File: config.mk
export PLATFORM = sky130hd
export DESIGN_NAME = mem_port_arbiter_flat
export DESIGN_NICKNAME = d
export VERILOG_FILES = /design/src/rtl/mem_port_arbiter_if.sv /design/src/rtl/mem_port_arbiter.sv /design/src/flat_wrapper.sv
export SDC_FILE = /design/constraint.sdc
export NUM_CORES = 1
export LEC_CHECK = 0
export BUFFER_PORTS_ARGS = -buffer_cell sky130_fd_sc_hd__buf_2
export CORE_MARGIN = 10
export CORE_UTILIZATION = 50
export CTS_CLUSTER_DIAMETER = 200
export DETAILED_ROUTE_END_ITERATION = 16
export HOLD_SLACK_MARGIN = 0.12
export PLACE_DENSITY = 0.9
export SYNTH_ARGS = -nofsm -noshare
export SYNTH_HDL_FRONTEND = slang
export SYNTH_SLANG_ARGS = --single-unit
File: constraint.sdc
create_clock -name clk -period 4.5 [get_ports clk]
set_input_delay 0.45 -clock clk [delete_from_list [all_inputs] [get_ports clk]]
set_output_delay 0.45 -clock clk [all_outputs]
set_load 0.02 [all_outputs]
File: src/rtl/mem_port_arbiter_if.sv
// Bus bundle for mem_port_arbiter: two requester ports, the memory-side strobes and status.
// The arbiter uses the slave modport; requesters/memory (or a bench) use master.
interface mem_port_arbiter_if #(
  parameter int ADDR_W = 16,
  parameter int DATA_W = 16
);
  logic              p0_rd;
  logic              p0_wr;
  logic [ADDR_W-1:0] p0_addr;
  logic [DATA_W-1:0] p0_wdata;
  logic              p0_ack;
  logic [DATA_W-1:0] p0_rdata;

  logic              p1_rd;
  logic              p1_wr;
  logic [ADDR_W-1:0] p1_addr;
  logic [DATA_W-1:0] p1_wdata;
  logic              p1_ack;
  logic [DATA_W-1:0] p1_rdata;

  logic              mem_en;
  logic              mem_we;
  logic [ADDR_W-1:0] mem_addr;
  logic [DATA_W-1:0] mem_wdata;
  logic [DATA_W-1:0] mem_rdata;

  logic              busy;
  logic              err;

  modport slave (
    input  p0_rd, p0_wr, p0_addr, p0_wdata,
    input  p1_rd, p1_wr, p1_addr, p1_wdata,
    input  mem_rdata,
    output p0_ack, p0_rdata, p1_ack, p1_rdata,
    output mem_en, mem_we, mem_addr, mem_wdata,
    output busy, err
  );

  modport master (
    output p0_rd, p0_wr, p0_addr, p0_wdata,
    output p1_rd, p1_wr, p1_addr, p1_wdata,
    output mem_rdata,
    input  p0_ack, p0_rdata, p1_ack, p1_rdata,
    input  mem_en, mem_we, mem_addr, mem_wdata,
    input  busy, err
  );
endinterface

File: src/rtl/mem_port_arbiter.sv
// Two-port arbiter for a single-port data memory: IDLE -> ACCESS -> RESP per access.
// Define MEM_ARB_FIXED_PRIO_EN for fixed port-0 priority instead of round-robin.
module mem_port_arbiter #(
  parameter int ADDR_W = 16,
  parameter int DATA_W = 16
) (
  input logic               clk,
  input logic               rst_b,
  mem_port_arbiter_if.slave bus
);

  typedef enum logic [1:0] {
    IDLE   = 2'd0,
    ACCESS = 2'd1,
    RESP   = 2'd2
  } state_t;

  state_t                   state_reg;
  logic                     win_id_reg;
  logic                     holdoff_reg;
  logic                     mem_en_reg;
  logic                     mem_we_reg;
  logic [ADDR_W-1:0]        mem_addr_reg;
  logic [DATA_W-1:0]        mem_wdata_reg;
  logic [1:0]               ack_reg;
  logic [1:0][DATA_W-1:0]   rdata_reg;
  logic                     busy_reg;
  logic                     err_reg;
`ifndef MEM_ARB_FIXED_PRIO_EN
  logic                     last_grant_reg;
`endif

  logic [1:0]               rd_req;
  logic [1:0]               wr_req;
  logic [1:0]               elig;
  logic [1:0]               dual;
  logic [ADDR_W-1:0]        addr_req  [2];
  logic [DATA_W-1:0]        wdata_req [2];
  logic                     any_elig;
  logic                     win_next;

  assign rd_req       = {bus.p1_rd, bus.p0_rd};
  assign wr_req       = {bus.p1_wr, bus.p0_wr};
  assign addr_req[0]  = bus.p0_addr;
  assign addr_req[1]  = bus.p1_addr;
  assign wdata_req[0] = bus.p0_wdata;
  assign wdata_req[1] = bus.p1_wdata;

  // The port acked last cycle sits out one IDLE so it can drop its request.
  genvar gi;
  generate
    for (gi = 0; gi < 2; gi++) begin : g_port
      assign elig[gi] = (rd_req[gi] | wr_req[gi]) & ~(holdoff_reg & (win_id_reg == 1'(gi)));
      assign dual[gi] = rd_req[gi] & wr_req[gi];
    end
  endgenerate

  assign any_elig = |elig;

`ifdef MEM_ARB_FIXED_PRIO_EN
  assign win_next = ~elig[0];
`else
  assign win_next = (elig == 2'b11) ? ~last_grant_reg : elig[1];
`endif

  always_ff @(posedge clk or negedge rst_b) begin
    if (!rst_b) begin
      state_reg      <= IDLE;
      win_id_reg     <= 1'b0;
      holdoff_reg    <= 1'b0;
      mem_en_reg     <= 1'b0;
      mem_we_reg     <= 1'b0;
      mem_addr_reg   <= '0;
      mem_wdata_reg  <= '0;
      ack_reg        <= '0;
      rdata_reg      <= '0;
      busy_reg       <= 1'b0;
      err_reg        <= 1'b0;
`ifndef MEM_ARB_FIXED_PRIO_EN
      last_grant_reg <= 1'b1;
`endif
    end else begin
      ack_reg     <= '0;
      holdoff_reg <= 1'b0;
      if (state_reg == IDLE && (|dual)) begin
        err_reg <= 1'b1;
      end
      case (state_reg)
        IDLE: begin
          if (any_elig) begin
            // rd+wr together falls through as a write since wr selects the op.
            win_id_reg     <= win_next;
            mem_we_reg     <= wr_req[win_next];
            mem_addr_reg   <= addr_req[win_next];
            mem_wdata_reg  <= wdata_req[win_next];
            mem_en_reg     <= 1'b1;
            busy_reg       <= 1'b1;
            state_reg      <= ACCESS;
`ifndef MEM_ARB_FIXED_PRIO_EN
            last_grant_reg <= win_next;
`endif
          end
        end
        ACCESS: begin
          mem_en_reg          <= 1'b0;
          mem_we_reg          <= 1'b0;
          ack_reg[win_id_reg] <= 1'b1;
          if (!mem_we_reg) begin
            rdata_reg[win_id_reg] <= bus.mem_rdata;
          end
          state_reg <= RESP;
        end
        RESP: begin
          busy_reg    <= 1'b0;
          holdoff_reg <= 1'b1;
          state_reg   <= IDLE;
        end
        default: begin
          state_reg <= IDLE;
        end
      endcase
    end
  end

  assign bus.p0_ack    = ack_reg[0];
  assign bus.p1_ack    = ack_reg[1];
  assign bus.p0_rdata  = rdata_reg[0];
  assign bus.p1_rdata  = rdata_reg[1];
  assign bus.mem_en    = mem_en_reg;
  assign bus.mem_we    = mem_we_reg;
  assign bus.mem_addr  = mem_addr_reg;
  assign bus.mem_wdata = mem_wdata_reg;
  assign bus.busy      = busy_reg;
  assign bus.err       = err_reg;

endmodule

File: src/flat_wrapper.sv
// flat-port wrapper written by rule: the top's interface ports become plain ports
module mem_port_arbiter_flat 
#(
  parameter int ADDR_W = 16,
  parameter int DATA_W = 16
)
  (clk, rst_b, bus_p0_rd, bus_p0_wr, bus_p0_addr, bus_p0_wdata, bus_p1_rd, bus_p1_wr, bus_p1_addr, bus_p1_wdata, bus_mem_rdata, bus_p0_ack, bus_p0_rdata, bus_p1_ack, bus_p1_rdata, bus_mem_en, bus_mem_we, bus_mem_addr, bus_mem_wdata, bus_busy, bus_err);
  mem_port_arbiter_if #(.ADDR_W(ADDR_W), .DATA_W(DATA_W)) bus_i ();
  input logic clk;
  input logic rst_b;
  input wire logic [$bits(bus_i.p0_rd)-1:0] bus_p0_rd;
  input wire logic [$bits(bus_i.p0_wr)-1:0] bus_p0_wr;
  input wire logic [$bits(bus_i.p0_addr)-1:0] bus_p0_addr;
  input wire logic [$bits(bus_i.p0_wdata)-1:0] bus_p0_wdata;
  input wire logic [$bits(bus_i.p1_rd)-1:0] bus_p1_rd;
  input wire logic [$bits(bus_i.p1_wr)-1:0] bus_p1_wr;
  input wire logic [$bits(bus_i.p1_addr)-1:0] bus_p1_addr;
  input wire logic [$bits(bus_i.p1_wdata)-1:0] bus_p1_wdata;
  input wire logic [$bits(bus_i.mem_rdata)-1:0] bus_mem_rdata;
  output wire logic [$bits(bus_i.p0_ack)-1:0] bus_p0_ack;
  output wire logic [$bits(bus_i.p0_rdata)-1:0] bus_p0_rdata;
  output wire logic [$bits(bus_i.p1_ack)-1:0] bus_p1_ack;
  output wire logic [$bits(bus_i.p1_rdata)-1:0] bus_p1_rdata;
  output wire logic [$bits(bus_i.mem_en)-1:0] bus_mem_en;
  output wire logic [$bits(bus_i.mem_we)-1:0] bus_mem_we;
  output wire logic [$bits(bus_i.mem_addr)-1:0] bus_mem_addr;
  output wire logic [$bits(bus_i.mem_wdata)-1:0] bus_mem_wdata;
  output wire logic [$bits(bus_i.busy)-1:0] bus_busy;
  output wire logic [$bits(bus_i.err)-1:0] bus_err;
  assign bus_i.p0_rd = bus_p0_rd;
  assign bus_i.p0_wr = bus_p0_wr;
  assign bus_i.p0_addr = bus_p0_addr;
  assign bus_i.p0_wdata = bus_p0_wdata;
  assign bus_i.p1_rd = bus_p1_rd;
  assign bus_i.p1_wr = bus_p1_wr;
  assign bus_i.p1_addr = bus_p1_addr;
  assign bus_i.p1_wdata = bus_p1_wdata;
  assign bus_i.mem_rdata = bus_mem_rdata;
  assign bus_p0_ack = bus_i.p0_ack;
  assign bus_p0_rdata = bus_i.p0_rdata;
  assign bus_p1_ack = bus_i.p1_ack;
  assign bus_p1_rdata = bus_i.p1_rdata;
  assign bus_mem_en = bus_i.mem_en;
  assign bus_mem_we = bus_i.mem_we;
  assign bus_mem_addr = bus_i.mem_addr;
  assign bus_mem_wdata = bus_i.mem_wdata;
  assign bus_busy = bus_i.busy;
  assign bus_err = bus_i.err;
  mem_port_arbiter #(.ADDR_W(ADDR_W), .DATA_W(DATA_W)) u_core (.clk(clk), .rst_b(rst_b), .bus(bus_i));
endmodule
==> results of run 1 <==
worst paths after layout:
check	from	end	cells past startpoint
worst min-delay path	rst_b	u_core.bus.mem_addr[14]	1
worst min register to register	u_core.bus.err	u_core.bus.err	1
max in group asynchronous	rst_b	u_core.bus.p1_rdata[4]	1
worst max-delay path	u_core.last_grant_reg	u_core.bus.mem_wdata[7]	5
min in group clk	bus_mem_rdata[14]	u_core.bus.p1_rdata[14]	2
worst max register to register	u_core.last_grant_reg	u_core.bus.mem_wdata[7]	5
worst register-to-register path, stage by stage, from the launching register on:
cell and delay (ps):
dfstp_2 520, inv_1 60, o311ai_4 640, buf_4 430
mux2_2 390, mux2_2 270
per-stage QoR:
| step | hold WS, ps | power (mW) | setup WS, ps |
|---|---|---|---|
| 6_report | 229 | 3.42 | 2060 |
| 5_1_grt | 291 | 3.64 | 1960 |
| 4_1_cts | 265 | 3.48 | 1990 |
| 3_5_place_dp | 443 | 3.01 | 2040 |
| 3_3_place_gp | 440 | 2.93 | 2110 |
| 2_1_floorplan | 154 | 2.49 | 2620 |
where the power goes:
part	internal, mW	total [mW]	leakage (nW)	switching (mW)
logic	0.827	1.75	1.15	0.928
clock network	0.204	0.457	0.0900	0.254
registers	1.02	1.20	0.882	0.183
synthesized netlist by cell type (all sizes together):
master   n
mux2    96
dfrtp   74
buf     10
inv      4
mux2i    4
nor2     4
a21o     2
nand2    2
nor3     2
a21oi    1
a22o     1
dfstp    1
nand2b   1
nor2b    1
o21a     1
o21bai   1
o311ai   1
o31a     1
or2      1
cell usage in the layout (no fill, tap or decap), drive strengths merged, types with 2 or more instances in the layout:
cell	count
nor2	4
nand2	2
nor3	2
inv	6
dfrtp	74
clkbuf	9
clkinv	4
buf	157
mux2i	4
a21o	2
mux2	96
layout make-up:
cell class	count	area (µm²)
fill	486	2100
sequential	75	1880
multi-input combinational	119	1330
timing repair buffer	157	793
clock buffer	9	124
tap	77	96.3
clock inverter	7	52.6
inverter	4	15.0
cell families after synthesis:
family,after synthesis,synth area share
AO/OA/AOI/OAI,8,0.0238
AND/OR/NAND/NOR,11,0.0219
multiplexers,100,0.355
buffers and inverters,14,0.0318
flip-flops,75,0.568
layer usage:
| layer | vias to the layer above | share of wire | GRT usage |
|---|---|---|---|
| met4 | 0 | 0.0082 | 0.0547 |
| met2 | 111 | 0.47 | 0.255 |
| met5 | - | 0 | 0 |
| met1 | 1106 | 0.38 | 0.177 |
| met3 | 7 | 0.15 | 0.0960 |
| li1 | 1056 | - | - |
==> flow_summary.ini, run 1 <==
[run_status]
outcome = finished, final reports clean

[setup_path]
worst_setup_path_start_kind = flip-flop
rrSetupSlack_ps = 2060
cp_slowest_stage_delay_ps = 640
crit_chain = inv_1 > o311ai_4 > buf_4 > mux2_2 > mux2_2
crit_arrival_ps = 2660
crit_family = multiplexers
endpoint_kind = flip-flop
critical_path_class = flip-flop to flip-flop
cp_num_buf_inv = 2
critical_path_required_ps = 4720
crit_slowest_cell = o311ai_4
crit_top_cell = mux2_2
cp_max_fo = 23

[finish]
drive_above_1_share = 0.736
fin_util = 0.671
fin_cells = 448
final_cell_area_mm2 = 0.00429
diodes = 0
nNetsFinal = 452
area_growth_syn_to_layout_pct = 29.5

[die]
dieArea_mm2 = 0.0103
start_util = 0.518
ios = 156
die_w_um = 101
fp.dieH_um = 101
rows = 29
design.core.area_mm2 = 0.00639

[route]
wl_per_cell_um = 18.5
vias_per_cell = 5.09
wl_um = 8280
ant_nets = 0
drc_errors = 0
dr_total_vias = 2280
drt-initial-drc-count = 36
first_pass_iters = 4

[grt]
grt_pass1_wl_um = 13200
grt_pass1_vias = 2555
gr-usage-all-layers = 0.161
antenna_found_initial = 0
grt_max_degree = 76
grt-ovfl-total = 0

[placement]
hpwl_um = 6510
dp_cells = 432
portBuffers = 155
gp_congestion = 0.710
post_dp_cell_area_mm2 = 0.00411

[pwr]
p_per_area_mw_per_mm2 = 797
ir_drop_v = 0.000515
p_leak_nw = 2.12

[worst_hold_path]
hold_path_class = input port to async pin

[clock_network]
postCtsHoldBufs = 0
numClockSinks = 75
cts_root_buffer = clkbuf_8
clock_path_buffers = 2
cts_resized = 0
clk_pin_slew_ps = 90
cts_tree = built
cts-htree-levels = 3
insertion_delay_ps = 340
numCtsBuffers = 9
cts_setup_buffers = 0

[yosys]
synth_cell_types = 26
ys_ff_latch = 75
syn-mean-instance-area_um2 = 15.9
ys_seq_area_frac = 0.568
ys.warnings.count = 0
yosys.area.top_type = dfrtp_1
netlist_instances = 208
synth_top_area_share = 0.560
syn-cell-area_mm2 = 0.00331
syn-num-nets = 294
synthTopCellsByArea = dfrtp_1 (56%), mux2_2 (27%), mux2_4 (6.4%)

[sta]
clock_skew_ps = 10.7
slew_viol_final = 0
tightest_slew_ps = 1060
period_share = 0.541
rsz0062_at_grt = no
slew_headroom = 0.293
tns_ps = 0
period_needed_ps = 2440
fmax_ghz = 0.410
setup_viol = 0
hold_viol = 0

[flow_run]
maxCapViolations = 0
No activity file was read; power rests on OpenSTA's default activity.
==> inputs of run 2 (changes only) <==
Settings changed: CORE_UTILIZATION 50 to 42, PLACE_DENSITY 0.9 to 0.81.
Clock period 4.5 ns to 2 ns, I/O delays scaled along.
==> flow_summary.ini, run 2 (same netlist as run 1, synthesis figures left out) <==
[clock_network]
numCtsBuffers = 9
cts-htree-levels = 3
clk_pin_slew_ps = 80
cts_resized = 0
cts_tree = built
cts_root_buffer = clkbuf_8
numClockSinks = 75
cts_setup_buffers = 0
insertion_delay_ps = 340
clock_path_buffers = 2
postCtsHoldBufs = 17

[finish]
nNetsFinal = 474
fin_cells = 495
diodes = 0
drive_above_1_share = 0.707
layout_common_cells = buf_2 (154), mux2_2 (78), dfrtp_1 (74)
fin_util = 0.595
layout_commonest_cell = buf_2
area_growth_syn_to_layout_pct = 38.2

[setup_path]
crit_family = multiplexers
crit_slowest_cell = dfstp_2
worst_setup_path_start_kind = flip-flop
cp_slowest_stage_delay_ps = 520
cp_num_buf_inv = 2
endpoint_kind = flip-flop
crit_arrival_ps = 2140
critical_path_class = flip-flop to flip-flop
cp_max_fo = 12
crit_chain = inv_1 > o311ai_4 > buf_4 > mux2_2 > mux2_4
critical_path_required_ps = 2230

[sta]
period_needed_ps = 1910
clock_skew_ps = 10.5
tns_ps = 0
fmax_ghz = 0.524
setup_viol = 0
rsz0062_at_grt = no
slew_viol_final = 0
timing.hold.ws_ps = 198
tightest_slew_ps = 492
hold_viol = 0
slew_headroom = 0.672
period_share = 0.954

[route]
drt-initial-drc-count = 33
met2WireLength_um = 4050
dr_total_vias = 2366
first_pass_iters = 4
drc_errors = 0
wl_per_cell_um = 17.4
vias_per_cell = 4.78
ant_nets = 0
dr.max_layer_used = met4
wl_um = 8640
wl_met1_um = 3170
met3_length_um = 1290

[grt]
antenna_found_initial = 0
grt_pass1_wl_um = 13600
grt_max_degree = 40
gr-usage-all-layers = 0.145
grt_pass1_vias = 2696
grt-ovfl-total = 0

[run_status]
outcome = finished, final reports clean

[placement]
gp_congestion = 0.804
portBuffers = 155
dp_cells = 462
hpwl_um = 6670

[pwr]
p_leak_nw = 2.23
ir_drop_v = 0.00100
finalPower_mw = 7.91
p_per_area_mw_per_mm2 = 1730

[worst_hold_path]
hold_path_class = input port to flip-flop

[die]
start_util = 0.430
die_w_um = 109
fp.dieH_um = 109
rows = 32
ios = 156
dieArea_mm2 = 0.0118
design.core.area_mm2 = 0.00769

[flow_run]
maxCapViolations = 0
-- run 2: through the flow --
stage | setup slack [ps] | instance area, µm²
floorplan | 117 | 3310
global placement | 142 | 4220
detailed placement | 97.0 | 4220
CTS | 76.9 | 4570
global route | 14.6 | 4570
finish | 91.8 | 4570
-- run 2: power by group --
part	switching, mW	total [mW]	internal (mW)
clock network	0.576	1.07	0.494
registers	0.407	2.71	2.30
logic	2.16	4.13	1.98
total	3.14	7.91	4.77
-- run 2: path summary, 6_finish.rpt --
| check | slack (ps) | start | to | cells past startpoint |
|---|---|---|---|---|
| worst max-delay path | 90 | u_core.last_grant_reg | u_core.bus.mem_addr[11] | 5 |
| worst min-delay path | 200 | bus_p1_rd | u_core.bus.err | 3 |
| worst max register to register | 90 | u_core.last_grant_reg | u_core.bus.mem_addr[11] | 5 |
| worst min register to register | 460 | u_core.bus.err | u_core.bus.err | 1 |
| max in group asynchronous | 1060 | rst_b | u_core.bus.p1_rdata[6] | 3 |
| min in group asynchronous | 370 | rst_b | u_core.bus.mem_addr[2] | 2 |
-- run 2: final cells by class --
| class | count | area (µm²) |
|---|---|---|
| fillers | 633 | 3120 |
| flip-flops and latches | 75 | 1880 |
| multi-input cells | 119 | 1330 |
| repair buffers | 179 | 1040 |
| clock buffers | 10 | 138 |
| well taps | 102 | 128 |
| clock inverters | 6 | 48.8 |
| inverters | 4 | 15.0 |
-- run 2: layer usage --
layer	vias up	GRT usage
li1	1107	-
met1	1131	0.154
met2	118	0.237
met3	10	0.0808
met4	0	0.0565
met5	-	0
-- run 2: worst register-to-register path: stages (launching register included) --
cell and delay [ps]:
dfstp_2 520, inv_1 60, o311ai_4 310, buf_4 280, mux2_2 360, mux2_4 260
==> inputs of run 3 (changes only) <==
Settings changed: ABC_AREA set to 1, CORE_UTILIZATION 42 to 44, CTS_BUF_LIST set to sky130_fd_sc_hd__clkbuf_8, PLACE_DENSITY 0.81 to 0.83.
==> flow_summary.ini, run 3 <==
[yosys]
ys.warnings.count = 0
post-synth-top-count-cell = nand2_1
netlist_instances = 443
ys_ff_latch = 75
ys_seq_area_frac = 0.526
yosys.area.top_type = dfrtp_1
syn-num-nets = 529
synthTopCellsByArea = dfrtp_1 (52%), nand2_1 (15%), nand3_1 (9.4%)
synth_cell_types = 21
syn-cell-area_mm2 = 0.00357
synth_flop_cell = dfrtp_1
synth_top_area_share = 0.519
synth-edff-count = 0
synthArstFlopShare = 1.00
yosys-top-cells-count = nand2_1 (140), inv_1 (86), dfrtp_1 (74), nand3_1 (67), o21ai_2 (15)
syn-mean-instance-area_um2 = 8.06

[route]
wl_um = 9810
ant_nets = 0
wl_per_cell_um = 13.8
dr_total_vias = 3308
vias_per_cell = 4.66
drc_errors = 0
first_pass_iters = 4
drt-initial-drc-count = 204

[pwr]
p_per_area_mw_per_mm2 = 1690
finalPower_mw = 7.94
ir_drop_v = 0.00100
p_leak_nw = 2.84

[setup_path]
crit_arrival_ps = 1760
crit_chain = inv_2 > nor2_2 > inv_2 > nor2_2 > nand2_2 > nand2_1 > o21ai_2
cp_num_buf_inv = 2
critical_path_required_ps = 2200
cp_max_fo = 32
crit_slowest_cell = nand2_2
crit_family = simple AND/OR/NAND/NOR gates
worst_setup_path_start_kind = flip-flop
rrSetupSlack_ps = 440
endpoint_kind = flip-flop
critical_path_class = flip-flop to flip-flop
cp_slowest_stage_delay_ps = 400

[finish]
fin_cells = 710
fin_util = 0.603
nNetsFinal = 689
drive_above_1_share = 0.344
layout_commonest_cell = buf_2
n_fill_cell = 687
layout_common_cells = buf_2 (154), nand2_1 (140), inv_1 (86)
diodes = 0
area_growth_syn_to_layout_pct = 31.7

[die]
dieArea_mm2 = 0.0121
start_util = 0.457
rows = 32
die_w_um = 110
ios = 156
design.core.area_mm2 = 0.00781
fp.dieH_um = 110

[placement]
portBuffers = 155
dp_cells = 686
hpwl_um = 7420
gp_congestion = 0.771

[sta]
clock_skew_ps = 9.49
slew_viol_final = 0
setup_viol = 0
period_share = 0.781
tightest_slew_ps = 694
rsz0062_at_grt = no
period_needed_ps = 1560
tns_ps = 0
hold_viol = 0
slew_headroom = 0.536
fmax_ghz = 0.640

[worst_hold_path]
hold_path_class = input port to flip-flop

[clock_network]
clk_pin_slew_ps = 80
cts_setup_buffers = 0
clock_path_buffers = 2
cts-htree-levels = 3
insertion_delay_ps = 330
cts_resized = 0
numCtsBuffers = 9
cts_root_buffer = clkbuf_8
cts_tree = built
numClockSinks = 75

[grt]
grt_max_degree = 46
grt-ovfl-total = 0
grt_pass1_vias = 3243
grt_pass1_wl_um = 15500
antenna_found_initial = 0
gr-usage-all-layers = 0.160

[run_status]
outcome = finished, final reports clean

[flow_run]
maxCapViolations = 0
-- run 3: per-stage QoR --
step,setup slack (ps),hold slack [ps],instance area [µm²]
after floorplan,803,-95.6,3570
after CTS,411,121,4700
final,438,142,4700
after global routing,264,126,4700
after global placement,535,148,4400
after detailed placement,428,162,4400
-- run 3: worst min-delay path, stage by stage --
cell and delay (ps):
buf_2 100, inv_1 80, o21ai_2 60
-- run 3: final timing paths --
| check | startpoint | end | cells after the start |
|---|---|---|---|
| min | bus_mem_rdata[9] | u_core.bus.p0_rdata[9] | 3 |
| min in group asynchronous | rst_b | u_core.bus.mem_wdata[14] | 2 |
| max | u_core.state_reg[0] | u_core.bus.p0_rdata[0] | 7 |
| max in group asynchronous | rst_b | u_core.bus.p1_rdata[6] | 3 |
| min reg2reg | u_core.state_reg[1] | u_core.state_reg[1] | 1 |
| max reg2reg | u_core.state_reg[0] | u_core.bus.p0_rdata[0] | 7 |
-- run 3: timing repair --
action | 4_1_cts | 5_1_grt
setup endpoints to repair | 0 | 0
hold buffers | 8 | 0
hold endpoints to repair | 37 | 0
-- run 3: cell families after synthesis --
group / Yosys count / synth area share
AOI/OAI and AO/OA: 38 / 0.0729
buffers and inverters: 111 / 0.137
DFF: 75 / 0.526
and+or+nand+nor: 219 / 0.264
-- run 3: power by group --
group / internal, mW / total (mW) / switching [mW]
registers: 2.28 / 2.70 / 0.419
logic: 1.29 / 3.95 / 2.66
clock network: 0.714 / 1.29 / 0.572
-- run 3: cell type report --
class	count	area [µm²]	share of cell area
clock buffers	9	124	0.0263
clock inverters	7	98.8	0.0210
inverters	90	338	0.0718
multi-input cells	257	1200	0.256
flip-flops and latches	75	1880	0.399
well taps	102	128	0.0271
repair buffers	170	936	0.199
-- run 3: per-layer routing --
metal  wire length (µm)  share of wire  vias up  global-route usage
li1                   -              -     1660                   -
met1               3930           0.40     1533               0.193
met2               4880           0.50      103               0.263
met3                869          0.089       12              0.0493
met4                136          0.014        0              0.0604
met5                  0              0        -                   0
